===== config.mk =====
export PLATFORM = sky130hd
export DESIGN_NAME = count_ud_param
export DESIGN_NICKNAME = d
export VERILOG_FILES = /design/src/rtl/count_ud_pkg.sv /design/src/rtl/count_ud_slice.sv /design/src/rtl/count_ud_param.sv
export SDC_FILE = /design/constraint.sdc
export NUM_CORES = 1
export LEC_CHECK = 0
export CORE_MARGIN = 5
export CORE_UTILIZATION = 47
export CTS_CLUSTER_SIZE = 14
export DETAILED_ROUTE_END_ITERATION = 10
export MAX_ROUTING_LAYER = met4
export PLACE_DENSITY = 0.9
export RECOVER_POWER = 25
export SYNTH_ARGS = -nofsm -noshare
export SYNTH_HDL_FRONTEND = slang
export SYNTH_SLANG_ARGS = --single-unit

===== constraint.sdc =====
create_clock -name clk_i -period 2.8 [get_ports clk_i]
set_input_delay 0.84 -clock clk_i [delete_from_list [all_inputs] [get_ports clk_i]]
set_output_delay 0.84 -clock clk_i [all_outputs]
set_load 0.005 [all_outputs]

===== src/rtl/count_ud_pkg.sv =====
// Shared definitions for the sliced up/down counter: default sizes, step direction
// encoding and the slice-count helper used by the top level.
package count_ud_pkg;

    localparam int DEFAULT_WIDTH   = 16;
    localparam int DEFAULT_SLICE_W = 4;

    typedef enum logic [1:0] {
        DIR_HOLD = 2'b00,
        DIR_UP   = 2'b01,
        DIR_DN   = 2'b10
    } dir_e;

    function automatic int sliceCount(input int width, input int sliceW);
        return width / sliceW;
    endfunction

endpackage


===== src/rtl/count_ud_slice.sv =====
// One SLICE_W-bit register of the counter chain: load, increment or decrement on the
// enables computed by the top, with all-ones / all-zeros flags for the lookahead chain.
module count_ud_slice
    import count_ud_pkg::*;
#(
    parameter int                 SLICE_W = DEFAULT_SLICE_W,
    parameter logic [SLICE_W-1:0] RST_VAL = '0
) (
    input  logic               clk_i,
    input  logic               rst_i,
    input  logic               ld_i,
    input  logic [SLICE_W-1:0] din_i,
    input  logic               inc_i,
    input  logic               dec_i,
    output logic [SLICE_W-1:0] q_o,
    output logic               utc_o,
    output logic               dtc_o
);

    logic [SLICE_W-1:0] r_q;

    always_ff @(posedge clk_i or posedge rst_i) begin
        if (rst_i) begin
            r_q <= RST_VAL;
        end else if (ld_i) begin
            r_q <= din_i;
        end else if (inc_i) begin
            r_q <= r_q + SLICE_W'(1);
        end else if (dec_i) begin
            r_q <= r_q - SLICE_W'(1);
        end
    end

    assign q_o   = r_q;
    assign utc_o = &r_q;
    assign dtc_o = ~|r_q;

endmodule


===== src/rtl/count_ud_param.sv =====
// Parametrised up/down counter with load, built from count_ud_slice instances joined by
// a lookahead carry/borrow chain. Define COUNT_UD_PARAM_SAT_EN for saturating mode.
module count_ud_param
    import count_ud_pkg::*;
#(
    parameter int               WIDTH   = DEFAULT_WIDTH,
    parameter int               SLICE_W = DEFAULT_SLICE_W,
    parameter logic [WIDTH-1:0] RST_VAL = '0
) (
    input  logic             clk_i,
    input  logic             rst_i,
    input  logic             en_i,
    input  logic             up_i,
    input  logic             dw_i,
    input  logic             ld_i,
    input  logic [WIDTH-1:0] din_i,
    output logic [WIDTH-1:0] q_o,
    output logic             utc_o,
    output logic             dtc_o,
    output logic             wrap_o
);

    localparam int NSLICE = sliceCount(WIDTH, SLICE_W);

    generate
        if ((SLICE_W < 1) || (SLICE_W > 8) || (WIDTH % SLICE_W != 0)) begin : g_badParam
            $error("count_ud_param: WIDTH must be a multiple of SLICE_W and SLICE_W in 1..8");
        end
    endgenerate

    dir_e              w_dir;
    logic [WIDTH-1:0]  w_q;
    logic [NSLICE-1:0] w_sliceUtc;
    logic [NSLICE-1:0] w_sliceDtc;
    logic [NSLICE-1:0] w_lowOnes;
    logic [NSLICE-1:0] w_lowZeros;
    logic              w_utc;
    logic              w_dtc;
    logic              w_stepUp;
    logic              w_stepDn;
    logic              w_wrapEvt;
    logic              r_wrap;

    always_comb begin
        w_dir = DIR_HOLD;
        if (en_i && (up_i ^ dw_i)) begin
            w_dir = up_i ? DIR_UP : DIR_DN;
        end
    end

    assign w_utc = &w_sliceUtc;
    assign w_dtc = &w_sliceDtc;

    // A blocked step at a terminal count still reports through wrap_o as a saturation flag.
`ifdef COUNT_UD_PARAM_SAT_EN
    assign w_stepUp = (w_dir == DIR_UP) && !w_utc;
    assign w_stepDn = (w_dir == DIR_DN) && !w_dtc;
`else
    assign w_stepUp = (w_dir == DIR_UP);
    assign w_stepDn = (w_dir == DIR_DN);
`endif

    assign w_wrapEvt = ((w_dir == DIR_UP) && w_utc) || ((w_dir == DIR_DN) && w_dtc);

    genvar k;
    generate
        for (k = 0; k < NSLICE; k++) begin : g_slice
            // Each slice looks directly at every lower slice flag, so no carry ripples through slices.
            localparam logic [NSLICE-1:0] LOW_MASK = {NSLICE{1'b1}} >> (NSLICE - k);

            assign w_lowOnes[k]  = &(w_sliceUtc | ~LOW_MASK);
            assign w_lowZeros[k] = &(w_sliceDtc | ~LOW_MASK);

            count_ud_slice #(
                .SLICE_W (SLICE_W),
                .RST_VAL (RST_VAL[k*SLICE_W +: SLICE_W])
            ) u_slice (
                .clk_i (clk_i),
                .rst_i (rst_i),
                .ld_i  (ld_i),
                .din_i (din_i[k*SLICE_W +: SLICE_W]),
                .inc_i (w_stepUp && w_lowOnes[k]),
                .dec_i (w_stepDn && w_lowZeros[k]),
                .q_o   (w_q[k*SLICE_W +: SLICE_W]),
                .utc_o (w_sliceUtc[k]),
                .dtc_o (w_sliceDtc[k])
            );
        end
    endgenerate

    always_ff @(posedge clk_i or posedge rst_i) begin
        if (rst_i) begin
            r_wrap <= 1'b0;
        end else if (ld_i) begin
            r_wrap <= 1'b0;
        end else begin
            r_wrap <= w_wrapEvt;
        end
    end

    assign q_o    = w_q;
    assign utc_o  = w_utc;
    assign dtc_o  = w_dtc;
    assign wrap_o = r_wrap;

endmodule


Yosys cells after proc, flatten, opt, wreduce, memory -nomap -nowiden
Index checks and enable logic that the tools add are counted.

Flip-flop bits (word level): 17. Bits of input ports: 22. Output and inout port bits: 19. Logic and storage cells: 60.

Add/subtract/negate cells: 8. Eq/ne operators: 2. Mux-type cells: 15. Bitwise gates (word level): 1. Reduce and logical (&&, ||, !) cells: 29.

Operator list (count): 4-bit two-way mux (12); 4-bit by 1-bit adder with 4-bit output, second input constant (4); 16-bit AND reduction (1); 4-bit OR reduction (4); 4-bit by 1-bit subtractor with 4-bit output, second input constant (4); 12-bit AND reduction (1); 3-bit nonzero test (4); 1-bit logical AND (9); 4-bit AND reduction (2); 8-bit AND reduction (1); 1-bit logical NOT (4); 2-bit two-way mux (2); 3-bit AND reduction (1); 2-bit by 1-bit == test with 1-bit output, second input constant (1); 2-bit == test, second input constant (1); 2-bit AND reduction (1); 1-bit logical OR (1); 1-bit two-way mux (1); 1-bit XOR (1).

Longest topological paths before layout
Depth after elaboration: 8. Gate-level depth with buffers: 9.

Modules after synthesis
Synthesis repeated with hierarchy kept, for this count alone.

Cell total of the unflattened synthesis: 152. Area total of the unflattened synthesis: 1437.6 um2.

By module, submodules not included: count_ud_slice (g_slice[1].u_slice ...) (instances 3, cells an instance 35, area each 335.3 um2, seq. area each 100.1 um2); count_ud_slice (g_slice[0].u_slice) (instances 1, cells an instance 33, area each 310.3 um2, seq. area each 100.1 um2); count_ud_param (instances 1, cells an instance 14, area each 121.4 um2, seq. area each 25.0 um2).

Worst setup path before layout
OpenSTA, ideal clock, no wires.

Path kind: input to register. Start: in dw_i. End: reg g_slice[2].u_slice.r_q[3]. Setup time: 0.071 ns. Data arrival time: 3.071 ns. Slack: -0.342 ns. Stages: 9. Path buffers: 0. Cells stage by stage: and3b_1 -> inv_2 -> nor3_1 -> inv_1 -> ha_1 -> a21oi_1 -> nand2_1 -> or4b_1 -> nand4_1.

Cells in the longest elaborated chain, start to end: 7. Elaborated cells on any way between the ends: 10. Classes of those cells: 2 x eq/ne; 3 x mux; 1 x bitwise; 4 x reduce/logical.

RTL lines: start: declaration (line count_ud_param.sv:14) `input logic dw_i,`; 1-bit XOR (*) (line count_ud_param.sv:46) `if (en_i && (up_i ^ dw_i)) begin`; 1-bit logical AND (*) (line count_ud_param.sv:46); 2-bit two-way mux (*) (line count_ud_param.sv:46); 2-bit by 1-bit == test with 1-bit output (line count_ud_param.sv:59) `assign w_stepUp = (w_dir == DIR_UP);`; 1-bit logical AND (line count_ud_param.sv:82) `.inc_i (w_stepUp && w_lowOnes[k]),`; 4-bit two-way mux (line count_ud_slice.sv:27) `end else if (inc_i) begin`; 4-bit two-way mux (line count_ud_slice.sv:25) `end else if (ld_i) begin`; end signal: assignment (line count_ud_slice.sv:26) `r_q <= din_i;`; end signal: assignment (line count_ud_slice.sv:28) `r_q <= r_q + SLICE_W'(1);`; end signal: assignment (line count_ud_slice.sv:30) `r_q <= r_q - SLICE_W'(1);`; end: declaration (line count_ud_slice.sv:20) `logic [SLICE_W-1:0] r_q;`.

Every way passes the cells marked *; elsewhere a longest branch is shown, timed or not. A chain may end at the register's enable or synchronous reset.

Worst setup path in the final report
Start: in en_i. End: reg g_slice[3].u_slice.r_q[3].

Cells in the longest elaborated chain, start to end: 6. Elaborated cells on any way between the ends: 9. Classes of those cells: 2 x eq/ne; 3 x mux; 4 x reduce/logical.

RTL lines: start: declaration (line count_ud_param.sv:12) `input logic en_i,`; 1-bit logical AND (*) (line count_ud_param.sv:46); 2-bit two-way mux (*) (line count_ud_param.sv:46); 2-bit by 1-bit == test with 1-bit output (line count_ud_param.sv:59); 1-bit logical AND (line count_ud_param.sv:82); 4-bit two-way mux (line count_ud_slice.sv:27); 4-bit two-way mux (line count_ud_slice.sv:25); end signal: assignment (line count_ud_slice.sv:26); end signal: assignment (line count_ud_slice.sv:28); end signal: assignment (line count_ud_slice.sv:30); end: declaration (line count_ud_slice.sv:20).

Marks and branches as above.

==> results.json <==
{
  "outcome": "finished, final reports clean",
  "gp_congestion": 0.940,
  "rows": 19,
  "path_clk_slew_ns": 0.11,
  "route.detailed.drc": 0,
  "synthesis.nets": 187,
  "synth_edf_count": 0,
  "synth_common_cells": "dfrtp_1, nand2_1, o21ai_0",
  "regToRegSetupSlack_ns": 0.37,
  "cts_tree": "built",
  "design_area_mm2": 0.00220,
  "max_cap_violations": 0,
  "antenna_found_initial": 0,
  "syn-instance-count": 153,
  "synth_cell_types": 43,
  "synth_area_leaders": "dfrtp_1, ha_1, fa_1",
  "grt_pass1_wl_mm": 7.51,
  "synth_area_mm2": 0.00138,
  "avgSynthCellArea_um2": 9.00,
  "seq_area_frac_synth_pct": 30.9,
  "ys_async_sr_fraction_pct": 100,
  "core-area_mm2": 0.00278,
  "synth_top_area_cell": "dfrtp_1",
  "synth_flop_cell": "dfrtp_1",
  "fin_crit_sh_pct": 99.3,
  "drtIter0Drc": 172,
  "grt_pass1_vias": 1689,
  "timing.fmax_ghz": 0.360,
  "netlist.area_leader.share_pct": 30.9,
  "dieArea_mm2": 0.00411,
  "maxSlewViolCount": 0,
  "setup_viol": 0,
  "synth-seq-cells": 17,
  "wl_per_cell_um": 17.4,
  "root_buffer": "clkbuf_4",
  "ys.warnings.count": 0,
  "worstSetupStartpointType": "input pin",
  "fin_crit_ns": 2.78,
  "peakVddDrop_mv": 0.319,
  "hold_viol": 0,
  "insertion_delay_ns": 0.30,
  "dr.pass1.iters": 4,
  "cp.required_ns": 3.04,
  "clock_sink_count": 17,
  "via_count": 1608,
  "track_usage_pct": 22.9,
  "dp_hpwl_mm": 3.45,
  "io_buffers": 40,
  "power_density_mw_per_mm2": 354,
  "die_height_um": 64.1,
  "p_leak_nw": 0.930,
  "crit_path_cell_trace": "clkdlybuf4s50_1 -> and3b_2 -> inv_4 -> nor4_4 -> inv_2 -> ha_2 -> nand3_1 -> a21boi_0 -> o21ai_0 -> nand4_1",
  "crit_path_end_kind": "register",
  "skew_ns": 0.00239,
  "hold_slack_ns": 0.719,
  "h-tree-depth": 1,
  "drt.antenna.violating_nets": 0,
  "worst_pin_slew_ns": 0.727,
  "areaGrowthSynthToFinish_pct": 60.0,
  "start_util_pct": 49.5,
  "cts_hold_buffers": 0,
  "grt_max_degree": 21,
  "crit_fanout": 5,
  "gr-total-overflow": 0,
  "hp-class": "reg -> reg",
  "crit_type": "in -> reg",
  "io_pins": 41,
  "nets": 266,
  "cp_slowest_stage_delay_ns": 0.47,
  "slowest_stage": "clkdlybuf4s50_1",
  "routed_wl_mm": 4.56,
  "cts-buffers-inserted": 3,
  "cp_num_buf_inv": 3,
  "vias_per_cell": 6.14,
  "relSlewSlack_pct": 51.1,
  "crit_family": "simple AND/OR/NAND/NOR gates",
  "placedInstanceArea_mm2": 0.00210,
  "clockBufferDepth": 2,
  "die_w_um": 64.1,
  "insertedDiodeCount": 0,
  "drive_gt1_share_pct": 27.3,
  "arrival_ns": 3.02
}
==> worst paths after layout <==
check                                                 startpoint                               endpoint  cells past startpoint
min                        g_slice[1].u_slice.q_o[2]$_DFFE_PP0P_  g_slice[1].u_slice.q_o[2]$_DFFE_PP0P_                      3
min in group asynchronous                                  rst_i  g_slice[0].u_slice.q_o[2]$_DFFE_PP0P_                      2
min reg2reg                g_slice[1].u_slice.q_o[2]$_DFFE_PP0P_  g_slice[1].u_slice.q_o[2]$_DFFE_PP0P_                      3
max in group asynchronous                                  rst_i                       wrap_o$_DFF_PP0_                      2
max                                                         en_i  g_slice[3].u_slice.q_o[3]$_DFFE_PP0P_                     10
max reg2reg                g_slice[0].u_slice.q_o[0]$_DFFE_PP0P_  g_slice[3].u_slice.q_o[3]$_DFFE_PP0P_                     10
==> logic make-up after synthesis <==
kind of cell	synth area share, %
AOI/OAI and AO/OA	18.4
xor gates and xnor gates	4.45
and+or+nand+nor	26.5
buffers and inverters	3.00
muxes	3.64
DFF	30.9
adders and majority gates	13.1
==> flip-flops by register name (all words and copies together) (netlist names) <==
name,flops
wrap_o,1
g_slice.u_slice.q_o,16
==> cells in the final DEF (no fill, tap or decap), drive strengths merged, types with 2 or more instances in the layout <==
master / synthesis / routed
ha: 8 / 8
nor2: 6 / 6
a31oi: 2 / 2
a22oi: 2 / 2
nand3b: 3 / 3
nor3: 6 / 6
nand2: 17 / 17
xor2: 5 / 5
o31ai: 4 / 4
o21ai: 9 / 9
a21boi: 2 / 2
dlygate4sd2: 0 / 2
a21oi: 8 / 8
nand4: 8 / 8
clkdlybuf4s50: 0 / 37
nand3: 4 / 4
inv: 5 / 5
fa: 4 / 4
nand2b: 4 / 4
buf: 2 / 38
nor4: 5 / 5
a211oi: 3 / 3
mux2i: 5 / 5
or4: 5 / 5
a21o: 2 / 2
xnor2: 2 / 2
clkbuf: 2 / 4
o21a: 2 / 2
dfrtp: 17 / 17
==> power by group <==
part | internal [mW] | total (mW) | switching (mW)
Combinational | 0.190 | 0.345 | 0.155
Clock | 0.0556 | 0.142 | 0.0865
Sequential | 0.271 | 0.292 | 0.0212
==> worst register-to-register path: cells and delay by family (launching register included) <==
kind / cells / cell delay [ns]
DFF: 1 / 0.37
adders and majority gates: 1 / 0.42
and+or+nand+nor: 4 / 0.69
AOI/OAI and AO/OA: 2 / 0.42
buffers and inverters: 3 / 0.46
==> through the flow <==
stage / power [mW] / setup slack (ns) / utilization, % / std cells / TNS, ns
5_1_grt: 0.827 / -0.0988 / 79.2 / 262 / -0.121
3_3_place_gp: 0.602 / -0.239 / 75.7 / 258 / -0.953
4_1_cts: 0.766 / 0.00242 / 77.1 / 262 / 0
3_5_place_dp: 0.622 / -0.317 / 75.7 / 258 / -1.45
2_1_floorplan: 0.446 / -0.0134 / - / 153 / -0.0134
6_report: 0.779 / 0.0186 / 79.2 / 262 / 0
==> area by class of cell <==
type,count,area (um2)
clock buffers,4,26.3
fillers,174,579
inverters,5,21.3
multi-input cells,127,1010
flip-flops and latches,17,425
well taps,31,38.8
repair buffers,78,683
==> routing by layer <==
| metal | GRT usage, % | share of wire (%) | vias up |
|---|---|---|---|
| met5 | - | 0 | - |
| met4 | 8.91 | 3.0 | 0 |
| met3 | 4.73 | 6.9 | 24 |
| met2 | 38.7 | 52 | 84 |
| met1 | 26.4 | 38 | 764 |
| li1 | - | - | 736 |
==> what timing repair did <==
item,in CTS,in global routing
pin swaps,0,4
buffers inserted,0,0
gates resized for setup,5,14
endpoints found under the setup margin,3,6
gates cloned,0,0
Note: power is estimated with default switching activity, not from simulation.
==> RTL edit 1, RTL diff (same settings) <==
Build with the macro `COUNT_UD_PARAM_SAT_EN` defined.
--- a/src/rtl/count_ud_param.sv
+++ b/src/rtl/count_ud_param.sv
@@ -1,5 +1,7 @@
 // Parametrised up/down counter with load, built from count_ud_slice instances joined by
 // a lookahead carry/borrow chain. Define COUNT_UD_PARAM_SAT_EN for saturating mode.
+`define COUNT_UD_PARAM_SAT_EN
+
 module count_ud_param
     import count_ud_pkg::*;
 #(
Function: changed (a bounded check fails within 4 cycles, from zero or initial values and one cycle with rst_i high).
==> RTL edit 1 against the original RTL <==
Synthesized area up 2.2%; critical path depth down 7; global-route usage down 2.1 points; total power down 3.7%; combinational power down 7.8%; maximum frequency up 1.3%; routed wire length down 11%; count of clock-buffer cells in the layout unchanged; register-to-register slack about the same; cell area down 1.1%; worst setup slack better by 34 ps; clock power down 4%; sequential cell count unchanged; largest cell class unchanged.
==> RTL edit 1: results (changes against the original RTL) <==
[placement]
globalplace.congestion=0.8822  ; -6.1%
postPlaceCellArea_sq_mm=0.002061  ; -2.1%
pre_cts_ws_ps=-338.2  ; -21.28 ps
hpwl_um=3138  ; -9.1%
dp_cells=242  ; -6.2%

[synthesis]
synth_fa_ha_area_frac=0.1281  ; -0.002795
synthTopCellsByArea=dfrtp_1 (30%), ha_1 (7.1%), fa_1 (5.7%)
seq_area_frac_synth=0.3025  ; -0.006600
synth_mux_area_frac=0.05694  ; +0.02058
synth_compound_area_frac=0.1735  ; -0.01015
synth_xor_xnor_area_share=0.06228  ; +0.01773
ys_top_cells_by_count=nand2_1 (21), dfrtp_1 (17), o21ai_1 (14)
avgSynthCellArea_sq_um=9.699  ; +7.8%

[cells_and_area]
drive_gt1_frac=0.2949  ; +0.02220
final_cells=248  ; -5.3%

[global_route]
met3_usage=0.03627  ; -0.01102
grt_pass1_wl_um=6693  ; -11%
grtUsageTotal=0.2080  ; -0.02068
grt_use_met2=0.3525  ; -0.03444
grt_max_degree=20  ; -4.8%
grt_pass1_vias=1478  ; -12%

[route]
vias=1414  ; -12%
post_drt_wl_per_cell_um=16.33  ; -6.3%
met1_length_um=1705  ; -1.8%
met2WireLength_um=2091  ; -12%
first_iter_violations=58  ; -66%
route.met3.wl_um=189  ; -40%

[pwr]
p_leak_nw=0.9039  ; -2.8%
ir_drop_mv=0.2214  ; -31%

[setup_path]
crit_start=g_slice[3].u_slice.q_o[1]$_DFFE_PP0P_
r2r-end=g_slice[0].u_slice.q_o[3]$_DFFE_PP0P_
crit_end=utc_o
critical_path.max_stage_delay_ps=560  ; +90 ps
crit_fanout=6  ; +1
r2r.worst_path.cells=9  ; -1
required_ps=1960  ; -1080 ps
critPathArrivalTime_ps=1910  ; -1110 ps

[outcome]
status=completed

[sta]
hold_ws_ps=654.4  ; -64.98 ps
clock_skew_ps=1.691  ; -0.7030 ps
tightestPinTransition_ps=667.0  ; -59.63 ps

[worst_hold_path]
hold_end=g_slice[3].u_slice.q_o[2]$_DFFE_PP0P_
hp-start=g_slice[3].u_slice.q_o[2]$_DFFE_PP0P_
hold_path_depth=2  ; -1

[RTL edit 1: changes by cell type in the layout (fill, tap and decap cells not counted), moves of 4 or more]
cell | unedited run | this run
nor3_1 | 4 | 0
o21ai_1 | 0 | 14
nand4_1 | 8 | 2
o21ai_0 | 9 | 0
buf_4 | 38 | 32
[RTL edit 1: area by class of cell]
cell class                 count  area [sq um]
sequential                    17         429.2
timing repair buffer          72         643.1
clock buffer                   4         26.28
fill                         190         626.9
tap                           31         38.79
inverter                       2         7.507
multi-input combinational    122          1033
[RTL edit 1: what timing repair did]
item | 4_1_cts | 5_1_grt
setup buffers | 1 | 1
resized for setup | 4 | 15
setup endpoints to repair | 3 | 6
pin swaps | 2 | 8
cloned | 0 | 0
[RTL edit 1: report_power, final]
| part | internal [W] | switching (W) | leakage [nW] |
|---|---|---|---|
| sequential | 0.000270 | 0.0000257 | 0.204 |
| combinational | 0.000175 | 0.000143 | 0.685 |
| clock | 0.0000555 | 0.0000810 | 0.0150 |
==> RTL edit 2, RTL diff (same flow settings) <==
Without the edit above. Register the inputs `en_i`, `up_i`, `dw_i`, `ld_i` and `din_i` before use, without a reset. The logic sees them one clock later.
--- a/src/rtl/count_ud_param.sv
+++ b/src/rtl/count_ud_param.sv
@@ -22,6 +22,20 @@
 
     localparam int NSLICE = sliceCount(WIDTH, SLICE_W);
 
+    logic en_q;
+    logic up_q;
+    logic dw_q;
+    logic ld_q;
+    logic [WIDTH-1:0] din_q;
+
+    always_ff @(posedge clk_i) begin
+        en_q  <= en_i;
+        up_q  <= up_i;
+        dw_q  <= dw_i;
+        ld_q  <= ld_i;
+        din_q <= din_i;
+    end
+
     generate
         if ((SLICE_W < 1) || (SLICE_W > 8) || (WIDTH % SLICE_W != 0)) begin : g_badParam
             $error("count_ud_param: WIDTH must be a multiple of SLICE_W and SLICE_W in 1..8");
@@ -43,8 +57,8 @@
 
     always_comb begin
         w_dir = DIR_HOLD;
-        if (en_i && (up_i ^ dw_i)) begin
-            w_dir = up_i ? DIR_UP : DIR_DN;
+        if (en_q && (up_q ^ dw_q)) begin
+            w_dir = up_q ? DIR_UP : DIR_DN;
         end
     end
 
@@ -77,8 +91,8 @@
             ) u_slice (
                 .clk_i (clk_i),
                 .rst_i (rst_i),
-                .ld_i  (ld_i),
-                .din_i (din_i[k*SLICE_W +: SLICE_W]),
+                .ld_i  (ld_q),
+                .din_i (din_q[k*SLICE_W +: SLICE_W]),
                 .inc_i (w_stepUp && w_lowOnes[k]),
                 .dec_i (w_stepDn && w_lowZeros[k]),
                 .q_o   (w_q[k*SLICE_W +: SLICE_W]),
@@ -91,7 +105,7 @@
     always_ff @(posedge clk_i or posedge rst_i) begin
         if (rst_i) begin
             r_wrap <= 1'b0;
-        end else if (ld_i) begin
+        end else if (ld_q) begin
             r_wrap <= 1'b0;
         end else begin
             r_wrap <= w_wrapEvt;
Formal check against the unedited RTL: not equivalent (a bounded check fails within 4 cycles, from zero or initial values and one cycle with rst_i high).
==> RTL edit 2 against the original RTL <==
Sequential cell count increased by 20; die area up 18%; synthesized area is 22% higher; worst setup slack gained 120 ps; maximum frequency up 4.4%; routed wire length is 23% lower; cell area rose by 5.0%; hold slack lost 270 ps; total power up 57%; final cell count is 1.1% lower.
==> RTL edit 2: results (changes against the original RTL) <==
[outcome]
status=completed

[synthesis]
synth_xor_xnor_area_share=0.05742  ; +0.01287
synth_flop_cell=dfxtp_1
avgSynthCellArea_sq_um=10.69  ; +19%
synth_mux_area_frac=0.05518  ; +0.01882
ys_top_cells_by_count=dfxtp_1 (20), dfrtp_1 (17), nand2_1 (16)
synth_fp_nets=191  ; +2.1%
synthTopCellsByArea=dfrtp_1 (25%), dfxtp_1 (24%), ha_1 (6.0%)
synth-async-reset-ratio=0.4595  ; -0.5405
seq_area_frac_synth=0.4922  ; +0.1831
ys_types=34  ; -21%
synth_fa_ha_area_frac=0.1074  ; -0.02353
synth_compound_area_frac=0.1066  ; -0.07700

[global_route]
grt_pass1_wl_um=5809  ; -23%
grtUsageMet1=0.1718  ; -0.09253
grt_max_degree=24  ; +14%
met3_usage=0.06522  ; +0.01793
grtUsageTotal=0.1567  ; -0.07194
grt_use_met2=0.2521  ; -0.1348

[pwr]
switching_share=0.3000  ; -0.03753
power.share.combinational=0.254  ; -0.189
ir_drop_mv=0.3618  ; +13%
powerSeq_w=0.000624  ; +110%
p_seq_frac=0.511  ; +0.136
p_leak_nw=0.9747  ; +4.8%

[cells_and_area]
drive_gt1_frac=0.1362  ; -0.1366
fillers=234  ; +34%
final_cells=259  ; -1.1%

[route]
met1_length_um=1517  ; -13%
first_iter_violations=105  ; -39%
route.met3.wl_um=249  ; -21%
met2WireLength_um=1665  ; -30%
vias=1341  ; -17%
dr.pass1.iters=5  ; +1
drt_wl_total_um=3509  ; -23%

[setup_path]
cpMaxStageDelayCell=or4_4
critical_path.max_stage_delay_ps=570  ; +100 ps
r2r_slack_ps=200  ; -170 ps
crit_fanout=4  ; -1
critPathArrivalTime_ps=1820  ; -1200 ps

[placement]
hpwl_um=2591  ; -25%
globalplace.congestion=0.7830  ; -17%
dp_cells=248  ; -3.9%

[cts]
h-tree-depth=2  ; +1
cts_buffers=5  ; +2

[sta]
clock_skew_ps=7.573  ; +5.179 ps
tightestPinTransition_ps=651.9  ; -74.70 ps

[RTL edit 2: stage by stage]
stage | util | hold WS, ps | area [sq um] | worst slack, ps
6_report | 0.6822 | 444.8 | 2312 | 136.6
5_1_grt | 0.6822 | 481.5 | 2312 | -6.994
4_1_cts | 0.6796 | 445.4 | 2303 | 141.2
3_5_place_dp | 0.6453 | 423.0 | 2187 | 113.4
3_3_place_gp | 0.6453 | 418.9 | 2187 | 148.9
2_1_floorplan | - | 409.6 | 1678 | 254.8
[RTL edit 2: timing repair]
item | in CTS | in global routing
setup endpoints to repair | 2 | 2
pin swaps | 2 | 0
setup buffers | 3 | 0
resized for setup | 8 | 2
endpoints found under the hold margin | 0 | 0
[RTL edit 2: worst min-delay path, stage by stage (launching register included)]
cell and delay [ps]:
dfxtp_1 320, nand2_1 50, o21ai_1 50
[RTL edit 2: worst paths after layout]
path | start | end | depth (start not counted)
max | g_slice[0].u_slice.q_o[3]$_DFFE_PP0P_ | dtc_o | 3
min | din_q[8]$_DFF_P_ | g_slice[2].u_slice.q_o[0]$_DFFE_PP0P_ | 2
max reg2reg | g_slice[0].u_slice.q_o[0]$_DFFE_PP0P_ | g_slice[3].u_slice.q_o[3]$_DFFE_PP0P_ | 9
min reg2reg | din_q[8]$_DFF_P_ | g_slice[2].u_slice.q_o[0]$_DFFE_PP0P_ | 2
max in group asynchronous | rst_i | g_slice[0].u_slice.q_o[3]$_DFFE_PP0P_ | 2
min in group asynchronous | rst_i | g_slice[2].u_slice.q_o[2]$_DFFE_PP0P_ | 2
[RTL edit 2: area by class of cell]
class | count | area share
clock inverters | 3 | 0.009740
repair buffers | 52 | 0.2110
inverters | 3 | 0.004870
flip-flops and latches | 37 | 0.3571
clock buffers | 5 | 0.01623
multi-input cells | 113 | 0.3761
well taps | 46 | 0.02489
